`config.mk`:
```
export PLATFORM = sky130hd
export DESIGN_NAME = ctrlport_spi_sequencer
export DESIGN_NICKNAME = d
export VERILOG_FILES = /design/src/rtl/ctrlport_spi_sequencer.sv
export SDC_FILE = /design/constraint.sdc
export NUM_CORES = 1
export LEC_CHECK = 0
export BUFFER_PORTS_ARGS = -buffer_cell sky130_fd_sc_hd__buf_2
export CORE_MARGIN = 4
export CORE_UTILIZATION = 28
export CTS_CLUSTER_SIZE = 24
export DETAILED_ROUTE_END_ITERATION = 8
export SLEW_MARGIN = 20
export SYNTH_ARGS = -nofsm -noshare
export SYNTH_HDL_FRONTEND = slang
export SYNTH_SLANG_ARGS = --single-unit
```
`constraint.sdc`:
```
create_clock -name ctrlport_clk -period 3.5 [get_ports ctrlport_clk]
set_clock_uncertainty 0.1 [all_clocks]
set_input_delay 0.525 -clock ctrlport_clk [delete_from_list [all_inputs] [get_ports ctrlport_clk]]
set_output_delay 0.525 -clock ctrlport_clk [all_outputs]
set_load 0.05 [all_outputs]
```
`src/rtl/ctrlport_spi_sequencer.sv`:
```
//==============================================================================
// Module   : ctrlport_spi_sequencer
// Purpose  : ControlPort master that runs one SPI command as a register
//            sequence on the SPI master block and returns the received word.
// Revision : 1.0
//==============================================================================
`default_nettype none

module ctrlport_spi_sequencer #(
  parameter int         BASE_ADDRESS = 0,
  parameter logic [7:0] CLK_DIVIDER  = 8'd2,
  parameter int         ACK_TIMEOUT  = 255,
  parameter int         MAX_POLLS    = 1023
) (
  input  logic        ctrlport_clk,
  input  logic        ctrlport_rst_n,
  input  logic        s_cmd_valid,
  output logic        s_cmd_ready,
  input  logic [3:0]  s_cmd_slave,
  input  logic [5:0]  s_cmd_bits,
  input  logic [31:0] s_cmd_data,
  output logic        m_rsp_valid,
  input  logic        m_rsp_ready,
  output logic [31:0] m_rsp_data,
  output logic [1:0]  m_rsp_status,
  output logic        m_ctrlport_req_wr,
  output logic        m_ctrlport_req_rd,
  output logic [19:0] m_ctrlport_req_addr,
  output logic [31:0] m_ctrlport_req_data,
  input  logic        m_ctrlport_resp_ack,
  input  logic [1:0]  m_ctrlport_resp_status,
  input  logic [31:0] m_ctrlport_resp_data
);

  localparam int c_ACK_W  = $clog2(ACK_TIMEOUT) + 1;
  localparam int c_POLL_W = $clog2(MAX_POLLS) + 1;

  localparam logic [c_ACK_W-1:0]  c_ACK_LIMIT  = c_ACK_W'(ACK_TIMEOUT);
  localparam logic [c_POLL_W-1:0] c_POLL_LIMIT = c_POLL_W'(MAX_POLLS);
  localparam logic [19:0]         c_BASE       = 20'(BASE_ADDRESS);

  localparam logic [1:0] c_ST_OK       = 2'd0;
  localparam logic [1:0] c_ST_CMDERR   = 2'd1;
  localparam logic [1:0] c_ST_ACK_TO   = 2'd2;
  localparam logic [1:0] c_ST_BUSY_TO  = 2'd3;

  typedef enum logic [1:0] {
    ST_IDLE     = 2'd0,
    ST_ISSUE    = 2'd1,
    ST_WAIT_ACK = 2'd2,
    ST_RESP     = 2'd3
  } state_t;

  typedef struct packed {
    logic        wr;
    logic        rd;
    logic [19:0] addr;
    logic [31:0] data;
  } req_t;

  state_t              r_state;
  logic [2:0]          r_step;
  logic [3:0]          r_slave;
  logic [5:0]          r_bits;
  logic [31:0]         r_data;
  logic [c_ACK_W-1:0]  r_ack_cnt;
  logic [c_POLL_W-1:0] r_poll_cnt;
  req_t                r_req;

  logic                w_cmd_bad;
  logic [31:0]         w_rx_mask;
  logic [c_POLL_W-1:0] w_poll_next;

  assign m_ctrlport_req_wr   = r_req.wr;
  assign m_ctrlport_req_rd   = r_req.rd;
  assign m_ctrlport_req_addr = r_req.addr;
  assign m_ctrlport_req_data = r_req.data;

  assign w_cmd_bad   = (s_cmd_bits == 6'd0) || (s_cmd_bits > 6'd32);
  assign w_rx_mask   = (r_bits >= 6'd32) ? 32'hFFFF_FFFF : ((32'd1 << r_bits) - 32'd1);
  assign w_poll_next = r_poll_cnt + c_POLL_W'(1);

  // Register access for a given step; CTRL selects ASS + TX_NEG (SPI mode 0).
  function automatic req_t f_req(input logic [2:0]  step,
                                 input logic [3:0]  slave,
                                 input logic [5:0]  bits,
                                 input logic [31:0] data);
    req_t        v;
    logic [31:0] ctrl;
    ctrl = 32'h0000_2400 | {25'd0, 1'b0, bits};
    v    = '0;
    case (step)
      3'd0:    begin v.wr = 1'b1; v.addr = c_BASE + 20'h14; v.data = {24'd0, CLK_DIVIDER}; end
      3'd1:    begin v.wr = 1'b1; v.addr = c_BASE + 20'h18; v.data = 32'd1 << slave; end
      3'd2:    begin v.wr = 1'b1; v.addr = c_BASE + 20'h08; v.data = data; end
      3'd3:    begin v.wr = 1'b1; v.addr = c_BASE + 20'h10; v.data = ctrl; end
      3'd4:    begin v.wr = 1'b1; v.addr = c_BASE + 20'h10; v.data = ctrl | 32'h0000_0100; end
      3'd5:    begin v.rd = 1'b1; v.addr = c_BASE + 20'h10; end
      default: begin v.rd = 1'b1; v.addr = c_BASE; end
    endcase
    return v;
  endfunction

  always_ff @(posedge ctrlport_clk or negedge ctrlport_rst_n) begin
    if (!ctrlport_rst_n) begin
      r_state      <= ST_IDLE;
      r_step       <= 3'd0;
      r_slave      <= 4'd0;
      r_bits       <= 6'd0;
      r_data       <= 32'd0;
      r_ack_cnt    <= '0;
      r_poll_cnt   <= '0;
      r_req        <= '0;
      s_cmd_ready  <= 1'b0;
      m_rsp_valid  <= 1'b0;
      m_rsp_data   <= 32'd0;
      m_rsp_status <= 2'd0;
    end else begin
      // Strobes last exactly one cycle unless a branch below issues the next one.
      r_req <= '0;
      case (r_state)
        ST_IDLE: begin
          s_cmd_ready <= 1'b1;
          if (s_cmd_valid && s_cmd_ready) begin
            s_cmd_ready <= 1'b0;
            r_slave     <= s_cmd_slave;
            r_bits      <= s_cmd_bits;
            r_data      <= s_cmd_data;
            r_step      <= 3'd0;
            r_ack_cnt   <= '0;
            r_poll_cnt  <= '0;
            if (w_cmd_bad) begin
              r_state      <= ST_RESP;
              m_rsp_valid  <= 1'b1;
              m_rsp_status <= c_ST_CMDERR;
              m_rsp_data   <= 32'd0;
            end else begin
              r_state <= ST_ISSUE;
              r_req   <= f_req(3'd0, s_cmd_slave, s_cmd_bits, s_cmd_data);
            end
          end
        end

        ST_ISSUE: begin
          r_ack_cnt <= '0;
          r_state   <= ST_WAIT_ACK;
        end

        ST_WAIT_ACK: begin
          if (m_ctrlport_resp_ack) begin
            if (m_ctrlport_resp_status != 2'd0) begin
              r_state      <= ST_RESP;
              m_rsp_valid  <= 1'b1;
              m_rsp_status <= c_ST_CMDERR;
              m_rsp_data   <= m_ctrlport_resp_data;
            end else if (r_step == 3'd6) begin
              r_state      <= ST_RESP;
              m_rsp_valid  <= 1'b1;
              m_rsp_status <= c_ST_OK;
              m_rsp_data   <= m_ctrlport_resp_data & w_rx_mask;
            end else if (r_step == 3'd5) begin
              if (!m_ctrlport_resp_data[8]) begin
                r_step  <= 3'd6;
                r_state <= ST_ISSUE;
                r_req   <= f_req(3'd6, r_slave, r_bits, r_data);
              end else if (w_poll_next >= c_POLL_LIMIT) begin
                r_state      <= ST_RESP;
                m_rsp_valid  <= 1'b1;
                m_rsp_status <= c_ST_BUSY_TO;
                m_rsp_data   <= 32'd0;
              end else begin
                r_poll_cnt <= w_poll_next;
                r_state    <= ST_ISSUE;
                r_req      <= f_req(3'd5, r_slave, r_bits, r_data);
              end
            end else begin
              r_step  <= r_step + 3'd1;
              r_state <= ST_ISSUE;
              r_req   <= f_req(r_step + 3'd1, r_slave, r_bits, r_data);
            end
          end else if (r_ack_cnt >= c_ACK_LIMIT) begin
            r_state      <= ST_RESP;
            m_rsp_valid  <= 1'b1;
            m_rsp_status <= c_ST_ACK_TO;
            m_rsp_data   <= 32'd0;
          end else begin
            r_ack_cnt <= r_ack_cnt + c_ACK_W'(1);
          end
        end

        ST_RESP: begin
          if (m_rsp_ready) begin
            m_rsp_valid <= 1'b0;
            s_cmd_ready <= 1'b1;
            r_state     <= ST_IDLE;
          end
        end

        default: r_state <= ST_IDLE;
      endcase
    end
  end

endmodule

`default_nettype wire

```
Word level (Yosys, flattened, before mapping)
Index checks and enable logic that the tools add are counted.

Bits in registers: 157. Output and inout port bits: 90. Word-level logic and storage cells: 150.

Add/subtract/negate cells: 4. $lt $le $gt $ge: 4. Eq/ne operators: 26. Shifts and indexed selects: 2. Mux-type cells: 78. Bitwise gates (word level): 1. Reduce and logical (&&, ||, !) cells: 20.

Operators with widths (number): $mux 54 (6); $mux 32 (10); $pmux 32 s5 (1); $pmux 54 s2 (1); $mux 53 (2); $mux 11 (7); $pmux 32 s2 (1); $mux 2 (19); $and 32x32->32 (1); $shl 1x4->32 const A (1); $shl 1x6->32 const A (1); $sub 32x1->32 const B (1); $mux 9 (3); $pmux 9 s3 (1); $ne 2x2->1 const B (11); $pmux 11 s2 (1); $pmux 5 s4 (1); $mux 3 (6); $reduce_and 8->1 (2); $ne 5x5->1 const B (3); $mux 1 (14); $eq 3x3->1 const B (4); $add 11x1->11 const B (1); $ge 11x10->1 const B (1); 29 further kinds (36).

Depth between registers and ports, before layout
Depth in word-level cells: 9. Mapped depth: 11. Mapped depth without buffers: 10.

Worst setup path after synthesis
OpenSTA, ideal clock, no wires.

Path type: register to register. From: register r_ack_cnt[0]. To: register m_rsp_status[0]. Setup time: 0.128 ns. Data arrival time: 2.292 ns. Path slack: 0.980 ns. Stages on the path, launching flop included: 10. Buffers on the path: 0. Clock period less this slack: 2.520 ns. Cells stage by stage: dfrtp_1 > ha_1 > and3_1 > ha_1 > nor2_1 > o41ai_4 > or3b_2 > o211a_4 > nand2_8 > mux2_1.

Cells in the longest elaborated chain, start to end: 3.

Ends and longest elaborated chain: start, declared (line 66) `logic [c_ACK_W-1:0] r_ack_cnt;`; start signal, assigned (line 187) `r_ack_cnt <= r_ack_cnt + c_ACK_W'(1);`; $ge 9x8->1 (line 181) `end else if (r_ack_cnt >= c_ACK_LIMIT) begin`; $ne 3x3->1 (no line); $reduce_and 7->1 (no line); end signal, assigned (line 159) `m_rsp_status <= c_ST_OK;`; end signal, assigned (line 169) `m_rsp_status <= c_ST_BUSY_TO;`; end signal, assigned (line 184) `m_rsp_status <= c_ST_ACK_TO;`; end, declared (line 25) `output logic [1:0] m_rsp_status,`.

Every way passes these cells. A chain may end at the register's enable or synchronous reset.

Worst setup path after layout
From: register r_step[0]. To: register m_rsp_status[0].

Cells in the longest elaborated chain, start to end: 5. Elaborated cells on any way between the ends: 10. Classes of those cells: eq/ne: 5; mux: 4; reduce/logical: 1.

Ends and longest elaborated chain: start, declared (line 62) `logic [2:0] r_step;`; start signal, assigned (line 177) `r_step <= r_step + 3'd1;`; $eq 3x3->1 (line 156) `end else if (r_step == 3'd6) begin`; $mux 2 (line 156); $mux 2 (line 151) `if (m_ctrlport_resp_status != 2'd0) begin`; $mux 2 (line 150) `if (m_ctrlport_resp_ack) begin`; $pmux 2 s2 (line 121) `case (r_state)`; end signal, assigned (line 154) `m_rsp_status <= c_ST_CMDERR;`; end signal, assigned (line 159); end signal, assigned (line 169).

Parallel ways exist; a longest one is shown, timed or not.

==> out/qor.log <==
qor: final_layout.syn2layout_area_growth 23.21%
qor: final_layout.finalCoreUtilization 35.05%
qor: synth.postSynth.asyncResetShare 100.0%
qor: placement.post-dp-hpwl 14390 µm
qor: placement.dpl_worst_slack 718.2 ps
qor: worst_setup_path.r2r_setup_slack 710 ps
qor: synth.synth_top_cell_by_area dfrtp_1
qor: placement.gp_routability_congestion 0.8386
qor: detailed_routing.vias 6095
qor: grt.grtUsageTotal 13.90%
qor: synth.syn_area 7163 µm²
qor: synth.gate_count_after_technology_mapping 772
qor: grt.grt_antenna_before_repair 0
qor: clocking.clk-insertion-delay-late 410 ps
qor: grt.grt.met1_usage 20.10%
qor: grt.maximum_number_of_pins_on_one_net_before_global_route_repair 75
qor: power_and_ir_drop.static-leakage-power 4.360 nW
qor: sta.final-setup-viol-count 0
qor: synth.synth_top_flop_cell dfrtp_1
qor: final_layout.layout_cells_sized_above_1 24.59%
qor: final_layout.finish.cell_count_without_fillers 1249
qor: sta.final_hold_viol_count 0
qor: placement.place.detailed.instances 1217
qor: sta.maxSlewViolCount 0
qor: sta.hold_ws 39.41 ps
qor: floorplan.floorplan.rows 58
qor: floorplan.die_area 28210 µm²
qor: worst_setup_path.reg2reg_to m_rsp_status[0]$_DFFE_PN0P_
qor: sta.tightestPinTransition 749.6 ps
qor: clocking.post_cts.resized_instances 0
qor: synth.synth_cell_types 80
qor: clocking.cts_buffers 17
qor: grt.use_met2 21.24%
qor: worst_setup_path.worst-r2r-cell-count 8
qor: worst_setup_path.cp_max_fo 34
qor: hold_path.hp-class in2async
qor: floorplan.pin_count 171
qor: final_layout.nFillCells 2603
qor: synth.synth_top_area_share 48.91%
qor: run.timing.max_cap.violations 0
qor: worst_setup_path.worst_ep_required 3700 ps
qor: grt.global_route.usage.met3 2.888%
qor: detailed_routing.detailedRoute.firstPassIterationCount 5
qor: worst_setup_path.critical_path.startpoint_type flip-flop
qor: sta.grt_setup_unrepaired false
qor: synth.syn_area_per_cell 9.279 µm²
qor: final_layout.non_filler_cell_area_final 8826 µm²
qor: detailed_routing.wirelength 20060 µm
qor: worst_setup_path.worstReg2RegStart r_step[0]$_DFFE_PN0P_
qor: synth.synthTopCellsByArea dfrtp_1 (49%), nand2_1 (9.2%), a32o_1 (3.6%), nor2_1 (3.1%), nand3_1 (2.2%)
qor: sta.layout_setup_ws 706.9 ps
qor: power_and_ir_drop.total_power 7.682 mW
qor: floorplan.die_x 167.9 µm
qor: synth.yosysWarningCount 0
qor: power_and_ir_drop.pwr_density_cell 870.4 nW/µm²
qor: clocking.cts_root_buf clkbuf_16
qor: sta.fmaxAchievable 358.0 MHz
qor: floorplan.start_util 28.45%
qor: power_and_ir_drop.vdd_ir_drop_max 478.4 µV
qor: grt.busiest_layer met2
qor: final_layout.layout.nets 997
qor: clocking.holdBufCountCts 0
qor: sta.post-route-period-util 79.80%
qor: worst_setup_path.cp.arrival 2990 ps
qor: detailed_routing.wl_per_cell 16.06 µm
qor: floorplan.floorplan.core_area 25180 µm²
qor: synth.ys_ff_latch 140
qor: sta.timing.final.crit_period 2793 ps
qor: clocking.htree_levels 4
qor: detailed_routing.final_ant_viol_nets 0
qor: sta.setup-tns-final 0 ps
qor: worst_setup_path.endpoint_kind flip-flop
qor: outcome.run_status completed
qor: placement.port_buffer_count 153
qor: clocking.clk_pin_slew_worst_paths 60 ps
qor: final_layout.diodes 0
qor: synth.edff_count_synth 0
qor: detailed_routing.drt_first_iter_violations 385
qor: sta.slew_headroom 50.00%
qor: grt.via_count_of_the_first_global_routing_pass 5915
qor: clocking.cts.path.max_buffers 2
qor: placement.dpl_cell_area 8172 µm²
qor: detailed_routing.drt_drc_violations_left 0
qor: clocking.cts_tree built
qor: grt.grt_remaining_overflow 0
qor: detailed_routing.drt-vias-per-instance 4.880
qor: grt.grt_first_pass_wirelength 32080 µm
qor: synth.synth_sequential_area_ratio 48.91%
qor: clocking.cts.sinks 140
qor: floorplan.dieHeight 167.9 µm
qor: clocking.post_cts_buffers 0
qor: worst_setup_path.worst-setup-path-type reg2reg
[per-layer routing]
layer	up-vias	wire, µm
li1	2937	-
met4	0	206
met1	2948	9492
met2	196	9153
met3	14	1210
met5	-	0
[synthesized netlist by cell type (4+ instances only)]
cell type / n
clkbuf_1: 36
o2bb2ai_1: 4
ha_1: 10
nor2b_1: 8
a21oi_1: 27
nand2_1: 175
dfrtp_1: 140
buf_6: 5
a221oi_1: 4
buf_4: 18
and2_1: 22
nand3b_1: 4
nand3_1: 32
buf_2: 11
a21o_1: 4
a222oi_1: 4
a32o_1: 26
nand4_1: 12
nor2_1: 59
o311ai_0: 4
inv_1: 8
xnor2_1: 6
a31oi_1: 7
a221o_1: 5
nand2b_1: 9
o21ai_0: 28
xor2_1: 10
nor3_1: 11
and3_1: 10
[worst max-delay path by stage]
stage          slack [ps]                     endpoint                      from
5_1_grt               480  m_rsp_status[0]$_DFFE_PN0P_     r_step[0]$_DFFE_PN0P_
3_5_place_dp          720  m_rsp_status[0]$_DFFE_PN0P_  r_ack_cnt[0]$_DFFE_PN0P_
2_1_floorplan         980  m_rsp_status[0]$_DFFE_PN0P_  r_ack_cnt[0]$_DFFE_PN0P_
4_1_cts               690  m_rsp_status[0]$_DFFE_PN0P_     r_step[0]$_DFFE_PN0P_
6_report              710  m_rsp_status[0]$_DFFE_PN0P_     r_step[0]$_DFFE_PN0P_
3_3_place_gp          730  m_rsp_status[0]$_DFFE_PN0P_  r_ack_cnt[0]$_DFFE_PN0P_
[critical path, stage by stage, from the launching register on]
cell      delay (ps)
dfrtp_1          420
inv_1            130
ha_1             340
nand2_1          350
and3_1           360
a211oi_2         250
o211a_4          230
nand2_8          150
mux2_1           350
[cells in the final DEF, fill, tap and decap left out, types with 5 or more instances in the layout]
cell / instances
a32o_1: 26
a31oi_1: 7
buf_2: 152
o21ai_0: 28
buf_4: 17
xor2_1: 10
and3_1: 9
and2_1: 22
nand4_1: 12
nand2b_1: 9
bufinv_16: 5
clkbuf_16: 17
inv_1: 8
conb_1: 17
nor3_1: 11
nand2_1: 175
nand3_1: 31
a21oi_1: 27
dfrtp_1: 140
xnor2_1: 6
nor2b_1: 8
ha_1: 10
a221o_1: 5
nor2_1: 59
[area by class of cell]
type / instances / area [µm²] / share of cell area, %
Sequential cell: 140 / 3503 / 39.69
Multi-Input combinational cell: 568 / 3306 / 37.45
Timing Repair Buffer: 171 / 919.6 / 10.42
Clock buffer: 19 / 442.9 / 5.018
Tap cell: 330 / 412.9 / 4.678
Clock inverter: 13 / 211.5 / 2.396
Inverter: 8 / 30.03 / 0.3402
[cell families after synthesis]
family / count (synthesis) / share of synthesized area (%)
AND/OR/NAND/NOR: 369 / 24.09
AO/OA/AOI/OAI: 149 / 16.26
flip-flops: 140 / 48.91
buffers and inverters: 80 / 5.869
XOR/XNOR: 17 / 2.183
adder cells (fa/ha/maj): 10 / 1.747
multiplexers: 6 / 0.8908
other: 1 / 0.05235
[state kept, by name, indices dropped and copies added (netlist names)]
register,cells
r_ack_cnt,9
m_rsp_status,2
m_rsp_valid,1
r_state,2
r_step,3
m_ctrlport_req_rd,1
m_rsp_data,32
r_slave,4
m_ctrlport_req_addr,3
r_data,32
s_cmd_ready,1
r_bits,6
m_ctrlport_req_data,32
m_ctrlport_req_wr,1
r_poll_cnt,11
[power by group]
part	total (mW)	internal [mW]	leakage (nW)	switching (mW)
clock	2.03	1.29	0.318	0.739
sequential	2.48	2.08	1.84	0.396
combinational	3.18	0.993	2.20	2.18
total	7.68	4.36	4.36	3.32
No activity file was read; power rests on OpenSTA's default activity.
